File: config.mk
export PLATFORM = sky130hd
export DESIGN_NAME = id_decode_buffer
export DESIGN_NICKNAME = d
export VERILOG_FILES = /design/src/rtl/id_decode_buffer.sv
export SDC_FILE = /design/constraint.sdc
export NUM_CORES = 1
export LEC_CHECK = 0
export BUFFER_PORTS_ARGS = -buffer_cell sky130_fd_sc_hd__buf_4
export CAP_MARGIN = 25
export CORE_MARGIN = 2
export CORE_UTILIZATION = 60
export CTS_CLUSTER_SIZE = 24
export DETAILED_ROUTE_END_ITERATION = 8
export GPL_TIMING_DRIVEN = 0
export PLACE_DENSITY = 0.95
export SLEW_MARGIN = 30
export SYNTH_ARGS = -nofsm -noshare
export SYNTH_HDL_FRONTEND = slang
export SYNTH_SLANG_ARGS = --single-unit
File: constraint.sdc
create_clock -name clk -period 3.04 [get_ports clk]
set_input_delay 0.304 -clock clk [delete_from_list [all_inputs] [get_ports clk]]
set_output_delay 0.304 -clock clk [all_outputs]
set_load 0.02 [all_outputs]
File: src/rtl/id_decode_buffer.sv
// RV32I decode stage: combinational decode of the fetched word feeding a
// registered two-entry skid buffer (main drives outputs, skid absorbs one stall).

package pcmux;
  typedef enum logic [1:0] {
    pc_plus4 = 2'b00,
    alu_out  = 2'b01,
    alu_mod2 = 2'b10
  } pcmux_sel_t;
endpackage

package alumux;
  typedef enum logic {
    rs1_out = 1'b0,
    pc_out  = 1'b1
  } alumux1_sel_t;

  typedef enum logic [2:0] {
    i_imm   = 3'b000,
    u_imm   = 3'b001,
    b_imm   = 3'b010,
    s_imm   = 3'b011,
    j_imm   = 3'b100,
    rs2_out = 3'b101
  } alumux2_sel_t;
endpackage

package cmpmux;
  typedef enum logic {
    rs2_out = 1'b0,
    i_imm   = 1'b1
  } cmpmux_sel_t;
endpackage

package regfilemux;
  typedef enum logic [3:0] {
    alu_out  = 4'b0000,
    br_en    = 4'b0001,
    u_imm    = 4'b0010,
    lw       = 4'b0011,
    pc_plus4 = 4'b0100,
    lb       = 4'b0101,
    lbu      = 4'b0110,
    lh       = 4'b0111,
    lhu      = 4'b1000
  } regfilemux_sel_t;
endpackage

package rv32i_types;
  typedef logic [31:0] rv32i_word;
  typedef logic [4:0]  rv32i_reg;

  typedef enum logic [6:0] {
    op_lui   = 7'b0110111,
    op_auipc = 7'b0010111,
    op_jal   = 7'b1101111,
    op_jalr  = 7'b1100111,
    op_br    = 7'b1100011,
    op_load  = 7'b0000011,
    op_store = 7'b0100011,
    op_imm   = 7'b0010011,
    op_reg   = 7'b0110011,
    op_csr   = 7'b1110011
  } rv32i_opcode;

  typedef enum logic [2:0] {
    alu_add = 3'b000,
    alu_sll = 3'b001,
    alu_sra = 3'b010,
    alu_sub = 3'b011,
    alu_xor = 3'b100,
    alu_srl = 3'b101,
    alu_or  = 3'b110,
    alu_and = 3'b111
  } alu_ops;

  typedef enum logic [2:0] {
    beq  = 3'b000,
    bne  = 3'b001,
    blt  = 3'b100,
    bge  = 3'b101,
    bltu = 3'b110,
    bgeu = 3'b111
  } branch_funct3_t;

  typedef struct packed {
    alu_ops                     aluop;
    branch_funct3_t             cmpop;
    alumux::alumux1_sel_t       alumux1_sel;
    alumux::alumux2_sel_t       alumux2_sel;
    cmpmux::cmpmux_sel_t        cmpmux_sel;
    regfilemux::regfilemux_sel_t regfilemux_sel;
    pcmux::pcmux_sel_t          pcmux_sel;
    logic                       load_regfile;
    logic                       mem_read;
    logic                       mem_write;
  } rv32i_control_word;
endpackage

module id_decode_buffer
  import rv32i_types::*;
(
  input  logic              clk,
  input  logic              rst,
  input  logic              flush,
  input  logic              in_valid,
  output logic              in_ready,
  input  rv32i_word         in_instr,
  input  rv32i_word         in_pc,
  output logic              out_valid,
  input  logic              out_ready,
  output rv32i_control_word out_ctrl,
  output rv32i_word         out_pc,
  output rv32i_word         out_imm,
  output rv32i_reg          out_rs1,
  output rv32i_reg          out_rs2,
  output rv32i_reg          out_rd,
  output logic              out_illegal
);

  typedef struct packed {
    rv32i_control_word ctrl;
    rv32i_word         pc;
    rv32i_word         imm;
    rv32i_reg          rs1;
    rv32i_reg          rs2;
    rv32i_reg          rd;
    logic              illegal;
  } bundle_t;

  typedef enum logic [1:0] {
    EMPTY = 2'd0,
    ONE   = 2'd1,
    FULL  = 2'd2
  } buf_state_t;

  function automatic bundle_t decode(input rv32i_word instr, input rv32i_word pc);
    bundle_t   b;
    logic [2:0] f3;
    logic      alt;
    logic      is_reg;
    logic      is_shift;
    rv32i_word i_imm;
    rv32i_word s_imm;
    rv32i_word b_imm;
    rv32i_word u_imm;
    rv32i_word j_imm;
    f3       = instr[14:12];
    alt      = instr[30];
    is_reg   = (instr[6:0] == op_reg);
    is_shift = (f3 == 3'b001) || (f3 == 3'b101);
    i_imm = {{20{instr[31]}}, instr[31:20]};
    s_imm = {{20{instr[31]}}, instr[31:25], instr[11:7]};
    b_imm = {{20{instr[31]}}, instr[7], instr[30:25], instr[11:8], 1'b0};
    u_imm = {instr[31:12], 12'h000};
    j_imm = {{12{instr[31]}}, instr[19:12], instr[20], instr[30:21], 1'b0};
    b     = '0;
    b.pc  = pc;
    b.rs1 = instr[19:15];
    b.rs2 = instr[24:20];
    b.rd  = instr[11:7];
    case (instr[6:0])
      op_lui: begin
        b.ctrl.regfilemux_sel = regfilemux::u_imm;
        b.ctrl.load_regfile   = 1'b1;
        b.imm                 = u_imm;
      end
      op_auipc: begin
        b.ctrl.alumux1_sel    = alumux::pc_out;
        b.ctrl.alumux2_sel    = alumux::u_imm;
        b.ctrl.regfilemux_sel = regfilemux::alu_out;
        b.ctrl.load_regfile   = 1'b1;
        b.imm                 = u_imm;
      end
      op_jal: begin
        b.ctrl.pcmux_sel      = pcmux::alu_out;
        b.ctrl.alumux1_sel    = alumux::pc_out;
        b.ctrl.alumux2_sel    = alumux::j_imm;
        b.ctrl.regfilemux_sel = regfilemux::pc_plus4;
        b.ctrl.load_regfile   = 1'b1;
        b.imm                 = j_imm;
      end
      op_jalr: begin
        b.ctrl.pcmux_sel      = pcmux::alu_mod2;
        b.ctrl.alumux2_sel    = alumux::i_imm;
        b.ctrl.regfilemux_sel = regfilemux::pc_plus4;
        b.ctrl.load_regfile   = 1'b1;
        b.imm                 = i_imm;
      end
      op_br: begin
        b.ctrl.cmpop       = branch_funct3_t'(f3);
        b.ctrl.alumux1_sel = alumux::pc_out;
        b.ctrl.alumux2_sel = alumux::b_imm;
        b.ctrl.aluop       = alu_add;
        b.imm              = b_imm;
      end
      op_load: begin
        b.ctrl.mem_read     = 1'b1;
        b.ctrl.alumux2_sel  = alumux::i_imm;
        b.ctrl.load_regfile = 1'b1;
        b.imm               = i_imm;
        case (f3)
          3'b000:  b.ctrl.regfilemux_sel = regfilemux::lb;
          3'b001:  b.ctrl.regfilemux_sel = regfilemux::lh;
          3'b100:  b.ctrl.regfilemux_sel = regfilemux::lbu;
          3'b101:  b.ctrl.regfilemux_sel = regfilemux::lhu;
          default: b.ctrl.regfilemux_sel = regfilemux::lw;
        endcase
      end
      op_store: begin
        b.ctrl.mem_write   = 1'b1;
        b.ctrl.alumux2_sel = alumux::s_imm;
        b.imm              = s_imm;
      end
      op_imm, op_reg: begin
        b.ctrl.load_regfile = 1'b1;
        b.ctrl.alumux2_sel  = is_reg ? alumux::rs2_out : alumux::i_imm;
        b.ctrl.aluop        = alu_ops'(f3);
        case (f3)
          3'b000: begin
            if (is_reg && alt) b.ctrl.aluop = alu_sub;
          end
          3'b010, 3'b011: begin
            b.ctrl.cmpop          = (f3 == 3'b010) ? blt : bltu;
            b.ctrl.regfilemux_sel = regfilemux::br_en;
            b.ctrl.cmpmux_sel     = is_reg ? cmpmux::rs2_out : cmpmux::i_imm;
          end
          3'b101: b.ctrl.aluop = alt ? alu_sra : alu_srl;
          default: b.ctrl.aluop = alu_ops'(f3);
        endcase
        // Shift-immediates carry only the shamt; the upper bits are funct7.
        if (is_reg) b.imm = 32'h0000_0000;
        else if (is_shift) b.imm = {27'd0, instr[24:20]};
        else b.imm = i_imm;
      end
      op_csr: b.imm = i_imm;
      default: b.illegal = 1'b1;
    endcase
    if (instr[11:7] == 5'd0) b.ctrl.load_regfile = 1'b0;
    return b;
  endfunction

  buf_state_t state_r;
  bundle_t    main_r;
  bundle_t    skid_r;
  logic       out_valid_r;
  logic       in_ready_r;
  bundle_t    dec_s;
  logic       accept_s;
  logic       pop_s;

  assign dec_s    = decode(in_instr, in_pc);
  assign accept_s = in_valid & in_ready_r;
  assign pop_s    = out_valid_r & out_ready;

  // Buffer occupancy FSM; flush outranks both accept and pop.
  always_ff @(posedge clk or negedge rst) begin
    if (!rst) begin
      state_r     <= EMPTY;
      main_r      <= '0;
      skid_r      <= '0;
      out_valid_r <= 1'b0;
      in_ready_r  <= 1'b1;
    end else if (flush) begin
      state_r     <= EMPTY;
      out_valid_r <= 1'b0;
      in_ready_r  <= 1'b1;
    end else begin
      case (state_r)
        EMPTY: begin
          if (accept_s) begin
            main_r      <= dec_s;
            out_valid_r <= 1'b1;
            state_r     <= ONE;
          end
        end
        ONE: begin
          if (accept_s && !pop_s) begin
            skid_r     <= dec_s;
            in_ready_r <= 1'b0;
            state_r    <= FULL;
          end else if (accept_s) begin
            main_r <= dec_s;
          end else if (pop_s) begin
            out_valid_r <= 1'b0;
            state_r     <= EMPTY;
          end
        end
        FULL: begin
          if (pop_s) begin
            main_r     <= skid_r;
            in_ready_r <= 1'b1;
            state_r    <= ONE;
          end
        end
        default: begin
          state_r     <= EMPTY;
          out_valid_r <= 1'b0;
          in_ready_r  <= 1'b1;
        end
      endcase
    end
  end

  assign in_ready    = in_ready_r;
  assign out_valid   = out_valid_r;
  assign out_ctrl    = main_r.ctrl;
  assign out_pc      = main_r.pc;
  assign out_imm     = main_r.imm;
  assign out_rs1     = main_r.rs1;
  assign out_rs2     = main_r.rs2;
  assign out_rd      = main_r.rd;
  assign out_illegal = main_r.illegal;

endmodule
==> results of run 1 <==
==> worst max-delay path: stages, from the launching register on <==
cell and delay (ns):
dfstp_2 0.58, nand3b_4 0.10, a21oi_1 0.21, o21a_1 0.29
clkbuf_1 0.44, o311ai_0 0.35, o21a_1 0.19
==> where the power goes <==
| group | switching (mW) | internal [mW] | total (mW) |
|---|---|---|---|
| logic | 1.79 | 1.18 | 2.97 |
| registers | 0.575 | 3.64 | 4.21 |
| clock network | 1.09 | 1.76 | 2.85 |
| total | 3.46 | 6.57 | 10.0 |
==> synth_stat cells (all sizes together) (5+ instances only) <==
library cell / number
a211oi: 11
nor3: 15
a31oi: 62
a221oi: 9
dfrtp: 203
o21ai: 48
clkbuf: 34
o21a: 5
nor2: 132
nand2: 321
o211ai: 6
a21oi: 72
inv: 5
nand3: 28
buf: 47
o41ai: 12
==> flip-flops by register name, summed over array words and instances (netlist names) <==
signal and cells:
skid_r 100, out_imm 32, out_pc 32, out_ctrl 20, out_rd 5, out_rs1 5, out_rs2 5, state_r 2
in_ready 1, out_illegal 1, out_valid 1
==> cells by family after synthesis <==
| family | Yosys count | synth area share, % |
|---|---|---|
| and+or+nand+nor | 530 | 23.94 |
| AOI/OAI and AO/OA | 246 | 17.00 |
| buffers and inverters | 86 | 3.961 |
| muxes | 4 | 0.4818 |
| DFF | 204 | 54.62 |
==> worst max path at each step <==
stage,cells after the start,start,end
floorplan,7,in_ready$_DFFE_PN1P_,out_ctrl[19]$_DFFE_PN0P_
detailed placement,6,in_ready$_DFFE_PN1P_,out_ctrl[0]$_DFFE_PN0P_
finish,6,in_ready$_DFFE_PN1P_,out_ctrl[0]$_DFFE_PN0P_
CTS,6,in_ready$_DFFE_PN1P_,out_ctrl[0]$_DFFE_PN0P_
global route,6,in_ready$_DFFE_PN1P_,out_ctrl[0]$_DFFE_PN0P_
global placement,1,rst,out_imm[26]$_DFFE_PN0P_
==> routing by layer <==
metal	GRT usage (%)	vias up
met5	0	-
met4	15.09	0
met3	8.108	137
met2	58.89	681
met1	45.28	4444
li1	-	4058
==> cell type report <==
cell class | count | area, um^2
plain buffers | 81 | 351.6
clock buffers | 30 | 619.3
clock inverters | 8 | 143.9
fillers | 986 | 3491
inverters | 5 | 18.77
multi-input cells | 780 | 3872
flip-flops and latches | 204 | 5106
well taps | 188 | 235.2
repair buffers | 174 | 1364
==> repair_timing <==
action                                 CTS  global route
hold buffers                             4             0
setup buffers                            0             0
endpoints found under the hold margin   48             0
==> placed cells by master, fill, tap and decap left out, types with 3 or more instances in the layout <==
| master | synthesis | final |
|---|---|---|
| clkbuf_8 | 0 | 6 |
| nand2_1 | 320 | 320 |
| inv_1 | 5 | 5 |
| dfrtp_1 | 203 | 203 |
| o21a_1 | 5 | 5 |
| o21ai_1 | 11 | 11 |
| dlygate4sd3_1 | 0 | 4 |
| nand2b_1 | 3 | 3 |
| clkbuf_1 | 34 | 37 |
| and2_1 | 4 | 4 |
| nor3_1 | 14 | 14 |
| nand3_1 | 28 | 28 |
| a21oi_1 | 71 | 71 |
| o41ai_2 | 10 | 10 |
| buf_1 | 13 | 13 |
| nor2_1 | 130 | 130 |
| bufinv_16 | 0 | 4 |
| o22ai_1 | 4 | 4 |
| mux2_2 | 4 | 4 |
| o211ai_1 | 6 | 6 |
| nor4_1 | 3 | 3 |
| nor2b_1 | 4 | 4 |
| a221oi_1 | 9 | 9 |
| buf_4 | 2 | 169 |
| o21ai_0 | 37 | 37 |
| clkbuf_16 | 0 | 21 |
| and3_1 | 4 | 4 |
| buf_2 | 32 | 32 |
| clkinv_2 | 0 | 3 |
| a211oi_1 | 11 | 11 |
| a31oi_1 | 62 | 62 |
==> metrics by stage <==
step / std cells / cell area (um^2) / total power [mW] / setup slack [ns] / util [%]
after floorplan: 1070 / 9349 / 5.772 / 1.258 / -
after global placement: 1426 / 10850 / 6.912 / 0.3604 / 71.34
after detailed placement: 1428 / 10910 / 7.083 / 0.8306 / 71.75
after CTS: 1470 / 11710 / 9.966 / 0.8353 / 77.04
after global routing: 1470 / 11710 / 10.46 / 0.6553 / 77.04
final: 1470 / 11710 / 10.04 / 0.7746 / 77.04
==> results.yml, run 1 <==
die:
  num_rows: 45
  die_w_um: 128.8
  io_pins: 171
  fp.dieH_um: 128.8
  core_um2: 15200
  dieArea_um2: 16600
  start_util_pct: 61.50
route:
  antenna_left: 0
  via_count: 9320
  m1WireLength_mm: 10.82
  dr_wl_met2_mm: 14.00
  routed.top_layer: "met4"
  route.detailed.drc: 0
  route.met3.wl_mm: 3.399
  dr.first_iter.drc_count: 1088
  wirelength_mm: 29.50
  drt-wirelength-per-cell_um: 20.07
  avgViaCountPerCell: 6.340
  drt-pass1-iter-count: 7
worst_hold_path:
  holdPathStages: 3
  min_from: "in_pc[2]"
  hold_path.class: "in2reg"
  whs_endpoint: "skid_r[50]$_DFFE_PN0P_"
synth:
  syn_inst: 1070
  async_flop_share_pct: 100.0
  synth_nets: 1139
  seq_area_frac_synth_pct: 54.62
  syn_avg_cell_area_um2: 8.737
  synth.distinct_cells: 58
  synth_top_area_share_pct: 54.34
  yosysTopAreaCell: "dfrtp_1"
  syn-cell-area_um2: 9349
  synthTopCellsByArea: "dfrtp_1 (54%), nand2_1 (13%), nor2_1 (5.2%)"
  yosys_warnings: 0
  synth_edf_count: 0
  synth_flop_cell: "dfrtp_1"
  ys_seq_elements: 204
clock_tree:
  ctsRootBufferMaster: "clkbuf_16"
  cts_buffer_depth: 3
  htreeDepth: 1
  cts_tree: "built"
  cts_resized: 0
  numCtsBuffers: 21
  clk_pin_slew_ns: 0.06
  clk_latency_ns: 0.51
  clock_sinks: 204
grt:
  grt_max_degree: 91
  grt_pass1_wl_mm: 46.24
  antenna_found_initial: 0
  track_usage_pct: 35.51
  grt.overflow.total: 0
  grt_pass1_vias: 9145
sta:
  tightest_slew_ns: 0.7232
  fin_tns_setup_ns: 0
  fin_crit_ns: 2.265
  period_share_pct: 74.52
  hold_viol_final: 0
  grt_setup_unrepaired: "no"
  fin_skew_ns: 0.01371
  hold_ws_ns: 0.005259
  report.final.slew_viol_count: 0
  maxSlewHeadroom_pct: 51.79
  fmax_ghz: 0.4414
  setup_viol: 0
worst_setup_path:
  crit_arrival_ns: 2.66
  rr_endpoint: "out_ctrl[0]$_DFFE_PN0P_"
  endpoint_kind: "register"
  reg2reg_slack_ns: 0.77
  worstPathMaxFanout: 10
  r2r_cells: 6
  timing.rr.start: "in_ready$_DFFE_PN1P_"
  worstSetupStartpointType: "register"
  cp.required_ns: 3.43
  crit_type: "reg2reg"
place:
  numPortBuffers: 168
  dpl.hpwl_mm: 19.76
  globalplace.congestion: 1.001
job:
  cap_violations: 0
final_layout:
  areaGrowthSynthToFinish_pct: 25.27
  drive_gt1_share_pct: 20.75
  diodes: 0
  nets: 1336
power:
  power.static_leakage_nw: 5.606
  ir_drop_uv: 591.5
  cellPowerDensity_nw_per_um2: 857.0
run_status:
  status: "completed"
Power figures use the tool's default switching activity.
==> inputs of run 2 (changes only) <==
- CORE_UTILIZATION: 60 -> 50
- PLACE_DENSITY: 0.95 -> 0.87
- clock period: 3.04 -> 1.9 ns (I/O delays scaled with it)
==> run 2 against run 1 <==
Net effect: clock skew shrank 0.0016 ns; sequential power grew 60%; clock power increased by 43%; worst hold slack better by 0.0079 ns; via count down 1.9%; first-iteration DRC count is 13% lower; global-route usage decreased by 6.1 points; combinational power up 63%; register-to-register slack worse by 0.75 ns; critical path type unchanged.
==> results.yml, run 2 (same netlist as run 1, synthesis figures left out) <==
worst_setup_path:
  cp.required_ns: 2.31
  crit_type: "reg2reg"
  timing.rr.start: "in_ready$_DFFE_PN1P_"
  worstPathMaxFanout: 10
  crit_arrival_ns: 2.28
  setup.worst_path.end: "out_pc[20]$_DFFE_PN0P_"
  endpoint_kind: "register"
  rr_endpoint: "out_pc[20]$_DFFE_PN0P_"
  r2r_cells: 7
  reg2reg_slack_ns: 0.03
  cp-startpoint: "in_ready$_DFFE_PN1P_"
  worstSetupStartpointType: "register"
power:
  power.static_leakage_nw: 5.914
  cellPowerDensity_nw_per_um2: 1262
  power_mw: 15.65
  ir_drop_uv: 673.2
grt:
  grt_pass1_wl_mm: 46.66
  grt_max_degree: 87
  grt.overflow.total: 0
  grt_pass1_vias: 8993
  track_usage_pct: 29.40
  antenna_found_initial: 0
job:
  cap_violations: 0
route:
  route.detailed.drc: 0
  drt-pass1-iter-count: 5
  avgViaCountPerCell: 5.817
  dr.first_iter.drc_count: 947
  drt-wirelength-per-cell_um: 18.73
  wirelength_mm: 29.43
  antenna_left: 0
  via_count: 9139
sta:
  fin_skew_ns: 0.01210
  fin_crit_ns: 1.870
  tightest_slew_ns: 0.5959
  grt_setup_unrepaired: "yes"
  fin_tns_setup_ns: 0
  hold_viol_final: 0
  report.final.slew_viol_count: 0
  hold_ws_ns: 0.01313
  setup_viol: 0
  period_share_pct: 98.45
  maxSlewHeadroom_pct: 60.01
  fmax_ghz: 0.5346
final_layout:
  stdcell_area_um2: 12400
  drive_gt1_share_pct: 22.66
  layout_commonest_cell: "nand2_1"
  final_cell_mix: "nand2_1 (320), dfrtp_1 (203), buf_4 (182), nor2_1 (128), a21oi_1 (70)"
  largest-register: "skid_r"
  fin_cells: 1571
  areaGrowthSynthToFinish_pct: 32.61
  nets: 1391
  fillerInstances: 1452
  largest_reg_flops: 100
  diodes: 0
worst_hold_path:
  hold_path.class: "in2reg"
clock_tree:
  cts_tree: "built"
  clock_sinks: 204
  numCtsBuffers: 22
  clk_pin_slew_ns: 0.06
  cts_buffer_depth: 3
  ctsRootBufferMaster: "clkbuf_16"
  htreeDepth: 1
  clk_latency_ns: 0.51
place:
  numPortBuffers: 168
  dpl.hpwl_mm: 20.35
  post_dp_cell_area_um2: 10990
  globalplace.congestion: 1.012
  place_inst: 1475
die:
  start_util_pct: 50.49
  core_um2: 18520
  dieArea_um2: 19810
  num_rows: 50
  fp.dieH_um: 140.7
  die_w_um: 140.7
  io_pins: 171
run_status:
  status: "completed"
run 2: through the flow:
stage          utilization (%)  setup slack (ns)
2_1_floorplan                -            0.1184
3_3_place_gp             58.88           -0.7308
3_5_place_dp             59.36           -0.3317
4_1_cts                  66.53         -0.005570
5_1_grt                  66.95          -0.01887
6_report                 66.95           0.02952
run 2: cell type report:
type	instances	area (um^2)	area share (%)
multi-input combinational	780	3921	31.63
sequential	204	5106	41.18
clock buffer	35	649.4	5.238
timing repair buffer	229	1929	15.56
tap	234	292.8	2.361
clock inverter	4	31.28	0.2523
buffer	80	449.2	3.623
inverter	5	18.77	0.1514
run 2: critical path, stage by stage, from the launching register on:
cell and delay (ns):
dfstp_2 0.58, nand3b_4 0.13, a21oi_4 0.19, o21a_4 0.19, buf_6 0.19, buf_4 0.20
nor2_1 0.06, a31oi_1 0.23
run 2: worst min path at each step:
| stage | startpoint | endpoint | slack, ns | cells past startpoint |
|---|---|---|---|---|
| after floorplan | rst | out_ctrl[0]$_DFFE_PN0P_ | -0.11 | 0 |
| after global placement | in_pc[31] | skid_r[79]$_DFFE_PN0P_ | 0.39 | 3 |
| after detailed placement | rst | skid_r[44]$_DFFE_PN0P_ | 0.24 | 2 |
| after CTS | out_ready | state_r[1]$_DFFE_PN0P_ | 0.006 | 3 |
| after global routing | out_ready | state_r[1]$_DFFE_PN0P_ | 0.05 | 3 |
| final | out_ready | state_r[1]$_DFFE_PN0P_ | 0.01 | 3 |
run 2: power by group:
| group | switching, mW | internal, mW | total, mW |
|---|---|---|---|
| clock | 1.73 | 2.34 | 4.08 |
| combinational | 2.83 | 2.02 | 4.85 |
| sequential | 0.896 | 5.82 | 6.72 |
| total | 5.46 | 10.2 | 15.6 |
run 2: repair_timing:
item                       4_1_cts  5_1_grt
pin swaps                        1        0
hold endpoints to repair       201        0
setup endpoints to repair      163      155
buffers inserted                 1        0
hold buffers                    57        0
gates resized for setup         38       41
run 2: layer usage:
metal	vias to the layer above	global-route usage, %	share of wire, %
met2	501	49.11	49
met1	4396	39.47	40
met4	0	10.89	3.6
met3	78	4.042	8.4
li1	4164	-	-
met5	-	0	0
